### src/rtl/addsub_if.sv
// Start/done handshake and operand/result bus between the control logic and addsub_seq.
interface addsub_if #(parameter int WIDTH = 16);
  logic             start;
  logic [WIDTH-1:0] a;
  logic [WIDTH-1:0] b;
  logic             m;
  logic             busy;
  logic             done;
  logic [WIDTH-1:0] out;
  logic             v;
  logic             c_out;

  modport master (output start, a, b, m, input busy, done, out, v, c_out);
  modport slave  (input start, a, b, m, output busy, done, out, v, c_out);
endinterface

### src/rtl/addsub_seq.sv
// Multi-cycle WIDTH-bit add/sub: one SLICE-bit ripple slice is reused LSB-first,
// with the inter-slice carry held in cy_q.
module addsub_slice #(
  parameter int SLICE = 4
) (
  input  logic [SLICE-1:0] x,
  input  logic [SLICE-1:0] y,
  input  logic             m,
  input  logic             ci,
  output logic [SLICE-1:0] s,
  output logic             c_msb,
  output logic             co
);
  logic [SLICE:0] c;

  always_comb begin
    c    = '0;
    s    = '0;
    c[0] = ci;
    for (int i = 0; i < SLICE; i++) begin
      s[i]   = x[i] ^ y[i] ^ m ^ c[i];
      c[i+1] = (x[i] & (y[i] ^ m)) | (c[i] & (x[i] ^ y[i] ^ m));
    end
  end

  assign co    = c[SLICE];
  assign c_msb = c[SLICE-1];
endmodule

module addsub_seq #(
  parameter int WIDTH = 16,
  parameter int SLICE = 4
) (
  input  logic     clk,
  input  logic     rst_n,
  addsub_if.slave  bus
);
  localparam int NSL = WIDTH / SLICE;
  localparam int CW  = (NSL > 1) ? $clog2(NSL) : 1;
  localparam logic [CW-1:0] LAST = CW'(NSL - 1);

  typedef enum logic [1:0] {IDLE, RUN, DONE} state_t;

  state_t           state_q, state_d;
  logic [CW-1:0]    cnt_q, cnt_d;
  logic             cy_q, cy_d;
  logic [WIDTH-1:0] a_q, a_d, b_q, b_d, res_q, res_d;
  logic             m_q, m_d;
  logic [WIDTH-1:0] out_q, out_d;
  logic             v_q, v_d, c_out_q, c_out_d;
  logic             busy_q, busy_d, done_q, done_d;

  logic [SLICE-1:0] s_sum;
  logic             s_cmsb, s_co;

  // Operands shift right each RUN cycle, so the slice always sees the low bits.
  addsub_slice #(.SLICE(SLICE)) u_slice (
    .x     (a_q[SLICE-1:0]),
    .y     (b_q[SLICE-1:0]),
    .m     (m_q),
    .ci    (cy_q),
    .s     (s_sum),
    .c_msb (s_cmsb),
    .co    (s_co)
  );

  always_comb begin
    state_d = state_q;
    cnt_d   = cnt_q;
    cy_d    = cy_q;
    a_d     = a_q;
    b_d     = b_q;
    m_d     = m_q;
    res_d   = res_q;
    out_d   = out_q;
    v_d     = v_q;
    c_out_d = c_out_q;
    busy_d  = 1'b0;
    done_d  = 1'b0;
    case (state_q)
      IDLE, DONE: begin
        if (bus.start) begin
          a_d     = bus.a;
          b_d     = bus.b;
          m_d     = bus.m;
          cy_d    = bus.m;
          cnt_d   = '0;
          state_d = RUN;
          busy_d  = 1'b1;
        end else begin
          state_d = IDLE;
        end
      end
      RUN: begin
        a_d   = a_q >> SLICE;
        b_d   = b_q >> SLICE;
        cy_d  = s_co;
        // Result fills from the top; after NSL slices slice 0 sits at the LSB.
        res_d = res_q >> SLICE;
        res_d[WIDTH-SLICE +: SLICE] = s_sum;
        if (cnt_q == LAST) begin
          out_d   = res_d;
          c_out_d = s_co;
          v_d     = s_cmsb ^ s_co;
          state_d = DONE;
          done_d  = 1'b1;
        end else begin
          cnt_d  = cnt_q + 1'b1;
          busy_d = 1'b1;
        end
      end
      default: state_d = IDLE;
    endcase
  end

  always_ff @(posedge clk or negedge rst_n) begin
    if (!rst_n) begin
      state_q <= IDLE;
      cnt_q   <= '0;
      cy_q    <= 1'b0;
      a_q     <= '0;
      b_q     <= '0;
      m_q     <= 1'b0;
      res_q   <= '0;
      out_q   <= '0;
      v_q     <= 1'b0;
      c_out_q <= 1'b0;
      busy_q  <= 1'b0;
      done_q  <= 1'b0;
    end else begin
      state_q <= state_d;
      cnt_q   <= cnt_d;
      cy_q    <= cy_d;
      a_q     <= a_d;
      b_q     <= b_d;
      m_q     <= m_d;
      res_q   <= res_d;
      out_q   <= out_d;
      v_q     <= v_d;
      c_out_q <= c_out_d;
      busy_q  <= busy_d;
      done_q  <= done_d;
    end
  end

  assign bus.busy  = busy_q;
  assign bus.done  = done_q;
  assign bus.out   = out_q;
  assign bus.v     = v_q;
  assign bus.c_out = c_out_q;
endmodule
### src/flat_wrapper.sv
// flat-port wrapper written by rule: the top's interface ports become plain ports
module addsub_seq_flat 
#(
  parameter int WIDTH = 16,
  parameter int SLICE = 4
)
  (clk, rst_n, bus_start, bus_a, bus_b, bus_m, bus_busy, bus_done, bus_out, bus_v, bus_c_out);
  addsub_if #(.WIDTH(WIDTH)) bus_i ();
  input  logic clk;
  input  logic rst_n;
  input wire logic [$bits(bus_i.start)-1:0] bus_start;
  input wire logic [$bits(bus_i.a)-1:0] bus_a;
  input wire logic [$bits(bus_i.b)-1:0] bus_b;
  input wire logic [$bits(bus_i.m)-1:0] bus_m;
  output wire logic [$bits(bus_i.busy)-1:0] bus_busy;
  output wire logic [$bits(bus_i.done)-1:0] bus_done;
  output wire logic [$bits(bus_i.out)-1:0] bus_out;
  output wire logic [$bits(bus_i.v)-1:0] bus_v;
  output wire logic [$bits(bus_i.c_out)-1:0] bus_c_out;
  assign bus_i.start = bus_start;
  assign bus_i.a = bus_a;
  assign bus_i.b = bus_b;
  assign bus_i.m = bus_m;
  assign bus_busy = bus_i.busy;
  assign bus_done = bus_i.done;
  assign bus_out = bus_i.out;
  assign bus_v = bus_i.v;
  assign bus_c_out = bus_i.c_out;
  addsub_seq #(.WIDTH(WIDTH), .SLICE(SLICE)) u_core (.clk(clk), .rst_n(rst_n), .bus(bus_i));
endmodule
### config.mk
export PLATFORM = sky130hd
export DESIGN_NAME = addsub_seq_flat
export DESIGN_NICKNAME = d
export VERILOG_FILES = /design/src/rtl/addsub_if.sv /design/src/rtl/addsub_seq.sv /design/src/flat_wrapper.sv
export SDC_FILE = /design/constraint.sdc
export NUM_CORES = 1
export LEC_CHECK = 0
export BUFFER_PORTS_ARGS = -buffer_cell sky130_fd_sc_hd__buf_4
export CAP_MARGIN = 20
export CORE_ASPECT_RATIO = 0.9
export CORE_MARGIN = 2
export CORE_UTILIZATION = 46
export CTS_CLUSTER_DIAMETER = 150
export DETAILED_ROUTE_END_ITERATION = 8
export PLACE_DENSITY_LB_ADDON = 0.25
export SLEW_MARGIN = 25
export SYNTH_ARGS = -nofsm -noshare
export SYNTH_HDL_FRONTEND = slang
export SYNTH_SLANG_ARGS = --single-unit
### constraint.sdc
create_clock -name clk -period 3 [get_ports clk]
set_input_delay 0.45 -clock clk [delete_from_list [all_inputs] [get_ports clk]]
set_output_delay 0.45 -clock clk [all_outputs]
set_load 0.005 [all_outputs]
==> impl_metrics.json, run 1 <==
{
  "crit_path_end_kind": "flop",
  "syn_to_final_growth_pct": 21.5,
  "nets": 380,
  "grt_usage": 0.169,
  "place_congestion": 0.772,
  "placed_area_um2": 3520,
  "routedWlPerCell_um": 13.5,
  "fp.dieH_um": 81.6,
  "start_util": 0.473,
  "max_freq_mhz": 382,
  "cp.required_ns": 3.23,
  "ctsRootBufferMaster": "clkbuf_8",
  "rsz0062_at_grt": "false",
  "cts_resized": 0,
  "cp_data_arrival_time_ns": 2.85,
  "core_um2": 6520,
  "drc_errors": 0,
  "grt_max_degree": 71,
  "worst_skew_pair.late_latency_ns": 0.34,
  "cp-startpoint": "u_core.m_q",
  "grt_pass1_wl_um": 9580,
  "finalClockSkew_ns": 0.00745,
  "setup-tns-final_ns": 0,
  "setup_viol": 0,
  "htree_levels": 3,
  "setup_ws_ns": 0.379,
  "drt_iter0_drc": 127,
  "grt_pass1_vias": 1993,
  "synth_warnings": 0,
  "worst-setup-path-type": "flop to flop",
  "worstSetupPathDepth": 12,
  "slew_headroom": 0.422,
  "antenna_cells": 0,
  "die_area_um2": 7370,
  "io_pins": 56,
  "power.density_nw_per_um2": 1220,
  "dr.pass1.iters": 4,
  "layout-drive-gt1-share": 0.297,
  "synthCells": 288,
  "crit_chain": "xor2_1 > xor2_1 > ha_1 > a21o_1 > ha_1 > o21bai_1 > ha_1 > a21o_4 > ha_1 > a21oi_4 > xnor2_1 > mux2_4",
  "yosysSeqAreaShare": 0.569,
  "syn_area_um2": 3080,
  "maxCapViolations": 0,
  "clkTransAtPathRegs_ns": 0.07,
  "total_power_mw": 4.57,
  "final_common_cell": "nand2_1",
  "stdcell_count": 434,
  "ys_seq_elements": 70,
  "vdd_drop_max_mv": 0.495,
  "cp_top_family": "adder cells",
  "reg2reg_slack_ns": 0.38,
  "power_leakage_nw": 1.84,
  "drt-total-wl_um": 5880,
  "status": "finished clean",
  "crit_end": "u_core.bus.v",
  "r2r_cells": 12,
  "cts_max_path_buffers": 2,
  "worstPathMaxFanout": 3,
  "antenna_found_initial": 0,
  "synth_cell_types": 29,
  "gr-total-overflow": 0,
  "cp_slowest_cell": "dfrtp_1",
  "viasPerCell": 5.03,
  "numPortBuffers": 55,
  "postSynthAreaPerCell_um2": 10.7,
  "cts_tree": "yes",
  "dp.cells": 418,
  "numCtsBuffers": 9,
  "pre_cts_ws_ns": 0.392,
  "r2r_start": "u_core.m_q",
  "synth_top_area_share": 0.569,
  "crit_path_max_incr_delay_ns": 0.39,
  "fin_crit_sh": 0.874,
  "worstSetupStartpointType": "flop",
  "synth_area_leaders": "dfrtp_1 (57%), nand2_1 (11%), a31oi_1 (4.9%)",
  "fillCellCount": 600,
  "fin_crit_ns": 2.62,
  "post-cts-setup-buffers": 0,
  "slew_viol_final": 0,
  "worstHoldPathType": "primary input to asynchronous set/reset pin",
  "mostFrequentLayoutCells": "nand2_1 (91), dfrtp_1 (70), buf_4 (58)",
  "r2r_end": "u_core.bus.v",
  "vias": 2182,
  "cp_common_cell": "ha_1",
  "cts_hold_buf": 0,
  "cp_num_buf_inv": 0,
  "drtAntennaViolNets": 0,
  "dpl.hpwl_um": 3810,
  "syn_nets": 329,
  "synth_top_cell_by_area": "dfrtp_1",
  "design_area_um2": 3740,
  "worstMarginPinSlew_ns": 0.867,
  "hold_violations": 0,
  "rows": 28,
  "die_x_um": 90.3,
  "numClockSinks": 70
}
[cells by family (layout without fill, tap and decap cells)]
logic type / Yosys count / in the layout / synth area share
and+or+nand+nor: 122 / 122 / 0.160
xor gates and xnor gates: 9 / 9 / 0.0341
muxes: 17 / 17 / 0.0743
adders and majority gates: 5 / 5 / 0.0203
DFF: 70 / 70 / 0.569
buffers and inverters: 22 / 78 / 0.0435
AOI/OAI and AO/OA: 43 / 43 / 0.0987
[flip-flops by register name (all words and copies together) (netlist names)]
signal	cells
u_core.a_q	16
u_core.b_q	16
u_core.bus.out	16
u_core.res_q	12
u_core.cnt_q	2
u_core.state_q	2
u_core.bus.busy	1
u_core.bus.c_out	1
u_core.bus.done	1
u_core.bus.v	1
u_core.cy_q	1
u_core.m_q	1
[layer usage]
metal / track usage / routed length, um / vias to the layer above
li1: - / - / 1053
met3: 0.0670 / 295 / 7
met5: 0 / 0 / -
met2: 0.248 / 2700 / 43
met1: 0.231 / 2830 / 1079
met4: 0.0585 / 49 / 0
[cell usage after synthesis, drive strengths merged]
cell,instances
buf,17
nand2,92
xor2,6
xnor2,3
mux2,17
nand2b,2
nor2,26
a22oi,1
o21bai,1
a22o,8
a21o,2
nor2b,2
dfrtp,70
clkbuf,1
a21oi,1
a31oi,24
o21ai,6
ha,5
inv,4
[how the worst min path moves through the flow]
stage / to / slack (ns) / depth (start not counted)
floorplan: u_core.a_q[0] / 0.15 / 0
global placement: u_core.res_q[6] / 0.46 / 2
detailed placement: u_core.res_q[6] / 0.46 / 2
CTS: u_core.b_q[14] / 0.25 / 1
global route: u_core.bus.out[8] / 0.29 / 1
finish: u_core.bus.out[8] / 0.21 / 1
[power by group]
| part | internal, mW | switching [mW] | total, mW | leakage [nW] |
|---|---|---|---|---|
| clock | 0.488 | 0.355 | 0.843 | 0.108 |
| sequential | 1.41 | 0.296 | 1.70 | 0.856 |
| combinational | 0.979 | 1.04 | 2.02 | 0.874 |
[final cells by class]
| class | count | area (um^2) | share of cell area |
|---|---|---|---|
| Timing Repair Buffer | 58 | 435 | 0.116 |
| Tap cell | 90 | 113 | 0.0301 |
| Clock inverter | 6 | 85.1 | 0.0227 |
| Inverter | 4 | 17.5 | 0.00468 |
| Multi-Input combinational cell | 196 | 1200 | 0.321 |
| Clock buffer | 10 | 138 | 0.0368 |
| Sequential cell | 70 | 1750 | 0.468 |
[through the flow]
stage               hold slack (ns)  utilization
CTS                           0.248        0.574
finish                        0.214        0.574
global route                  0.287        0.574
detailed placement            0.464        0.540
global placement              0.458        0.540
floorplan                     0.154            -
Note: power is estimated with default switching activity, not from simulation.
==> run 2, diff against run 1 <==
- CELL_PAD_IN_SITES_DETAIL_PLACEMENT: default -> 0
- CELL_PAD_IN_SITES_GLOBAL_PLACEMENT: default -> 2
- CORE_UTILIZATION: 46 -> 35
==> run 2 against run 1 <==
Critical endpoint unchanged. Non-clock buffer count is 2 higher. Global-route usage is 2.3 points lower. Flip-flop and latch count stayed put.
==> impl_metrics.json, run 2 (synthesized netlist as in run 1, its figures left out) <==
{
  "start_util": 0.360,
  "slew_viol_final": 0,
  "fillCellCount": 863,
  "dpl.hpwl_um": 4200,
  "clkTransAtPathRegs_ns": 0.07,
  "viasPerCell": 4.71,
  "core_um2": 8570,
  "drt-total-wl_um": 6370,
  "cp_common_cell": "ha_1",
  "crit_end": "u_core.bus.v",
  "die_x_um": 103,
  "numCtsBuffers": 9,
  "setup_ws_ns": 0.377,
  "fin_crit_ns": 2.62,
  "numPortBuffers": 55,
  "rows": 32,
  "cts_tree": "yes",
  "pre_cts_ws_ns": 0.368,
  "grt_pass1_wl_um": 10600,
  "routedWlPerCell_um": 13.8,
  "setup-tns-final_ns": 0,
  "status": "finished clean",
  "worstSetupStartpointType": "flop",
  "grt_max_degree": 71,
  "dr.pass1.iters": 4,
  "worstHoldPathType": "primary input to asynchronous set/reset pin",
  "ctsRootBufferMaster": "clkbuf_8",
  "maxCapViolations": 0,
  "setup_viol": 0,
  "syn_to_final_growth_pct": 20.9,
  "crit_chain": "xor2_1 > xor2_1 > ha_1 > a21o_1 > ha_1 > o21bai_1 > ha_1 > a21o_4 > ha_1 > a21oi_4 > xnor2_1 > mux2_4",
  "mostFrequentLayoutCells": "nand2_1 (91), dfrtp_1 (70), buf_4 (60)",
  "finalClockSkew_ns": 0.00482,
  "place_congestion": 0.713,
  "crit_path_end_kind": "flop",
  "cp-startpoint": "u_core.m_q",
  "r2r_end": "u_core.bus.v",
  "cp.required_ns": 3.22,
  "htree_levels": 3,
  "cp_slowest_cell": "dfrtp_1",
  "post-cts-setup-buffers": 0,
  "worst-setup-path-type": "flop to flop",
  "final_common_cell": "nand2_1",
  "hold_violations": 0,
  "cts_resized": 0,
  "slew_headroom": 0.400,
  "power_leakage_nw": 1.82,
  "gr-total-overflow": 0,
  "antenna_found_initial": 0,
  "io_pins": 56,
  "rsz0062_at_grt": "false",
  "max_freq_mhz": 381,
  "fin_crit_sh": 0.874,
  "fin_hold_ws_ns": 0.223,
  "drt_iter0_drc": 82,
  "numClockSinks": 70,
  "die_area_um2": 9570,
  "drc_errors": 0,
  "reg2reg_slack_ns": 0.38,
  "vdd_drop_max_mv": 0.405,
  "power.density_nw_per_um2": 1180,
  "r2r_start": "u_core.m_q",
  "cts_max_path_buffers": 2,
  "r2r_cells": 12,
  "worst_skew_pair.late_latency_ns": 0.34,
  "final_util": 0.435,
  "antenna_cells": 0,
  "crit_path_max_incr_delay_ns": 0.39,
  "grt_usage": 0.147,
  "fp.dieH_um": 93,
  "grt_pass1_vias": 2237,
  "nets": 382,
  "total_power_mw": 4.38,
  "layout-drive-gt1-share": 0.288,
  "cts_hold_buf": 0,
  "worstPathMaxFanout": 3,
  "drtAntennaViolNets": 0,
  "vias": 2181,
  "worstMarginPinSlew_ns": 0.900,
  "cp_data_arrival_time_ns": 2.85
}
==> run 2: worst min-delay path by stage <==
stage | from | cells after the start | slack, ns | to
4_1_cts | rst_n | 1 | 0.27 | u_core.b_q[15]
5_1_grt | rst_n | 1 | 0.32 | u_core.b_q[13]
3_5_place_dp | u_core.res_q[5] | 2 | 0.46 | u_core.res_q[5]
3_3_place_gp | u_core.res_q[5] | 2 | 0.46 | u_core.res_q[5]
6_report | rst_n | 1 | 0.22 | u_core.b_q[13]
2_1_floorplan | rst_n | 0 | 0.15 | u_core.a_q[0]
==> run 2: cell type report <==
type,count,area [um^2],share of cell area
clock buffer,12,145,0.0390
clock inverter,2,10.0,0.00269
inverter,4,17.5,0.00470
multi-input combinational,196,1200,0.322
sequential,70,1750,0.470
tap,119,149,0.0400
timing repair buffer,60,450,0.121
==> run 2: worst max-delay path: cells and delay by family, from the launching register on <==
kind	cells	cell delay, ns
xor+xnor	3	0.41
compound gates	4	0.65
flops	1	0.39
fa+ha+maj	4	0.81
mux	1	0.26
==> run 2: per-layer routing <==
layer / track usage / share of wire / up-vias
met5: 0 / 0 / -
li1: - / - / 1052
met2: 0.228 / 0.46 / 39
met3: 0.0411 / 0.047 / 11
met1: 0.192 / 0.48 / 1079
met4: 0.0592 / 0.018 / 0
==> run 2: stage by stage <==
stage / area [um^2] / cells
final: 3720 / 463
after CTS: 3720 / 463
after floorplan: 3080 / 288
after detailed placement: 3570 / 449
after global routing: 3720 / 463
after global placement: 3570 / 449
==> run 2: where the power goes <==
group / leakage (nW) / internal [mW] / switching, mW / total [mW]
clock: 0.0821 / 0.311 / 0.323 / 0.635
sequential: 0.856 / 1.41 / 0.292 / 1.70
combinational: 0.883 / 0.993 / 1.05 / 2.04
==> run 3, diff against run 2 <==
- CORE_UTILIZATION: 35 -> 32
- clock period: 3 -> 2.35 ns (I/O delays scaled with it)
==> run 3 against run 2 <==
The flow now finishes with violations (setup timing). Wire length increased by 3.1%. Clock power increased by 32%. Power increased by 39%. Cell count increased by 2.2%. Via count decreased by 0.60%. Global-route usage decreased by 0.80 points. Die area increased by 9.0%. Fmax increased by 4.9%. Sequential share of layout area decreased by 1.6 points. Combinational power increased by 50%. Count of clock-buffer cells in the layout decreased by 3. Critical endpoint unchanged. Largest cell class unchanged.
==> impl_metrics.json, run 3 (synthesized netlist as in run 1, its figures left out) <==
{
  "status": "finished, violations left",
  "violations": "setup timing",
  "setup_ws_ns": -0.149,
  "cp_data_arrival_time_ns": 2.73,
  "final_util": 0.417,
  "rows": 33,
  "die_area_um2": 10400,
  "clkTransAtPathRegs_ns": 0.08,
  "rsz0062_at_grt": "true",
  "grt_pass1_wl_um": 11300,
  "r2r_end": "u_core.bus.v",
  "slew_viol_final": 0,
  "gr-total-overflow": 0,
  "final_common_cell": "nand2_1",
  "power_leakage_nw": 1.86,
  "worstMarginPinSlew_ns": 0.584,
  "grt_usage": 0.138,
  "cp_common_cell": "ha_2",
  "worstHoldPathType": "primary input to asynchronous set/reset pin",
  "grt_max_degree": 50,
  "drt-total-wl_um": 6570,
  "ff_latch_area_um2": 1750,
  "die_x_um": 107,
  "setup_viol": 3,
  "fin_crit_sh": 1.06,
  "grt_pass1_vias": 2243,
  "cp_slowest_cell": "dfrtp_1",
  "viasPerCell": 4.58,
  "slew_headroom": 0.611,
  "total_power_mw": 6.06,
  "pre_cts_ws_ns": -0.154,
  "cp.required_ns": 2.58,
  "numCtsBuffers": 9,
  "vias": 2168,
  "start_util": 0.333,
  "hold_violations": 0,
  "worst_skew_pair.late_latency_ns": 0.34,
  "multi_input_area_um2": 1250,
  "syn_to_final_growth_pct": 25.2,
  "cts_max_path_buffers": 2,
  "r2r_start": "u_core.b_q[0]",
  "r2r_cells": 12,
  "routedWlPerCell_um": 13.9,
  "ctsRootBufferMaster": "clkbuf_8",
  "core_um2": 9250,
  "numPortBuffers": 55,
  "reg2reg_slack_ns": -0.15,
  "numClockSinks": 70,
  "dp.cells": 455,
  "layout-drive-gt1-share": 0.328,
  "fp.dieH_um": 97.1,
  "drc_errors": 0,
  "max_freq_mhz": 400,
  "fillCellCount": 952,
  "dpl.hpwl_um": 4290,
  "antenna_cells": 0,
  "power.density_nw_per_um2": 1570,
  "mostFrequentLayoutCells": "nand2_1 (91), dfrtp_1 (70), buf_4 (64)",
  "finalClockSkew_ns": 0.00908,
  "cts_tree": "yes",
  "drtAntennaViolNets": 0,
  "drt_iter0_drc": 114,
  "worstSetupStartpointType": "flop",
  "dr.pass1.iters": 4,
  "nets": 388,
  "worst-setup-path-type": "flop to flop",
  "maxCapViolations": 0,
  "io_pins": 56,
  "worstPathMaxFanout": 2,
  "fin_crit_ns": 2.50,
  "antenna_found_initial": 0,
  "htree_levels": 3,
  "stdcell_count": 473,
  "vdd_drop_max_mv": 0.585,
  "place_congestion": 0.719,
  "crit_path_end_kind": "flop",
  "crit_chain": "xor2_2 > xor2_1 > ha_2 > a21o_1 > ha_2 > o21bai_4 > ha_2 > a21o_4 > ha_4 > a21oi_4 > xnor2_2 > mux2_4",
  "crit_path_max_incr_delay_ns": 0.41
}
==> run 3: cell types whose count changed in the layout (fill, tap and decap cells not counted), sizes merged <==
cell | previous run | this run
clkbuf | 12 | 9
clkinvlp | 0 | 4
buf | 60 | 66
==> run 3: worst max-delay path by stage <==
stage / endpoint / startpoint / slack, ns / cells after the start
CTS: u_core.bus.v / u_core.m_q / -0.13 / 12
finish: u_core.bus.v / u_core.b_q[0] / -0.15 / 12
detailed placement: u_core.bus.v / u_core.b_q[0] / -0.15 / 12
global route: u_core.bus.v / u_core.b_q[0] / -0.25 / 12
global placement: u_core.bus.v / u_core.b_q[0] / -0.10 / 12
floorplan: u_core.bus.v / u_core.m_q / -0.13 / 13
==> run 3: layout make-up <==
cell class	instances	area share
Sequential cell	70	0.454
Tap cell	122	0.0396
Clock inverter	6	0.0104
Clock buffer	9	0.0321
Inverter	4	0.00454
Timing Repair Buffer	66	0.135
Multi-Input combinational cell	196	0.324
==> run 3: routing by layer <==
layer,share of wire,track usage,up-vias
met5,0,0,-
met4,0.014,0.0473,0
met3,0.047,0.0423,9
met2,0.44,0.203,38
met1,0.50,0.195,1045
li1,-,-,1076
==> run 3: power breakdown <==
group	internal (mW)	switching, mW	total [mW]
registers	1.80	0.376	2.17
logic	1.58	1.47	3.05
clock network	0.372	0.463	0.836
total	3.75	2.31	6.06
==> run 3: metrics by stage <==
step | instance area (um^2) | setup TNS, ns | hold slack, ns
after floorplan | 3110 | -0.133 | 0.0569
final | 3860 | -0.366 | 0.00371
after global placement | 3650 | -0.100 | 0.403
after detailed placement | 3650 | -0.159 | 0.400
after CTS | 3830 | -0.299 | 0.0219
after global routing | 3860 | -0.788 | 0.0385
==> run 3: repair_timing <==
item                                    CTS  global route
pin swaps                                 2             1
endpoints found under the setup margin    4             4
hold buffers                              0             0
setup buffers                             2             1
endpoints found under the hold margin     0             0
resized for setup                         1             2
==> run 3: critical path, delay by kind of cell, from the launching register on <==
| family | cells | cell delay [ns] |
|---|---|---|
| adder cells (fa/ha/maj) | 4 | 0.68 |
| flip-flops | 1 | 0.41 |
| XOR/XNOR | 3 | 0.41 |
| AO/OA/AOI/OAI | 4 | 0.63 |
| multiplexers | 1 | 0.25 |
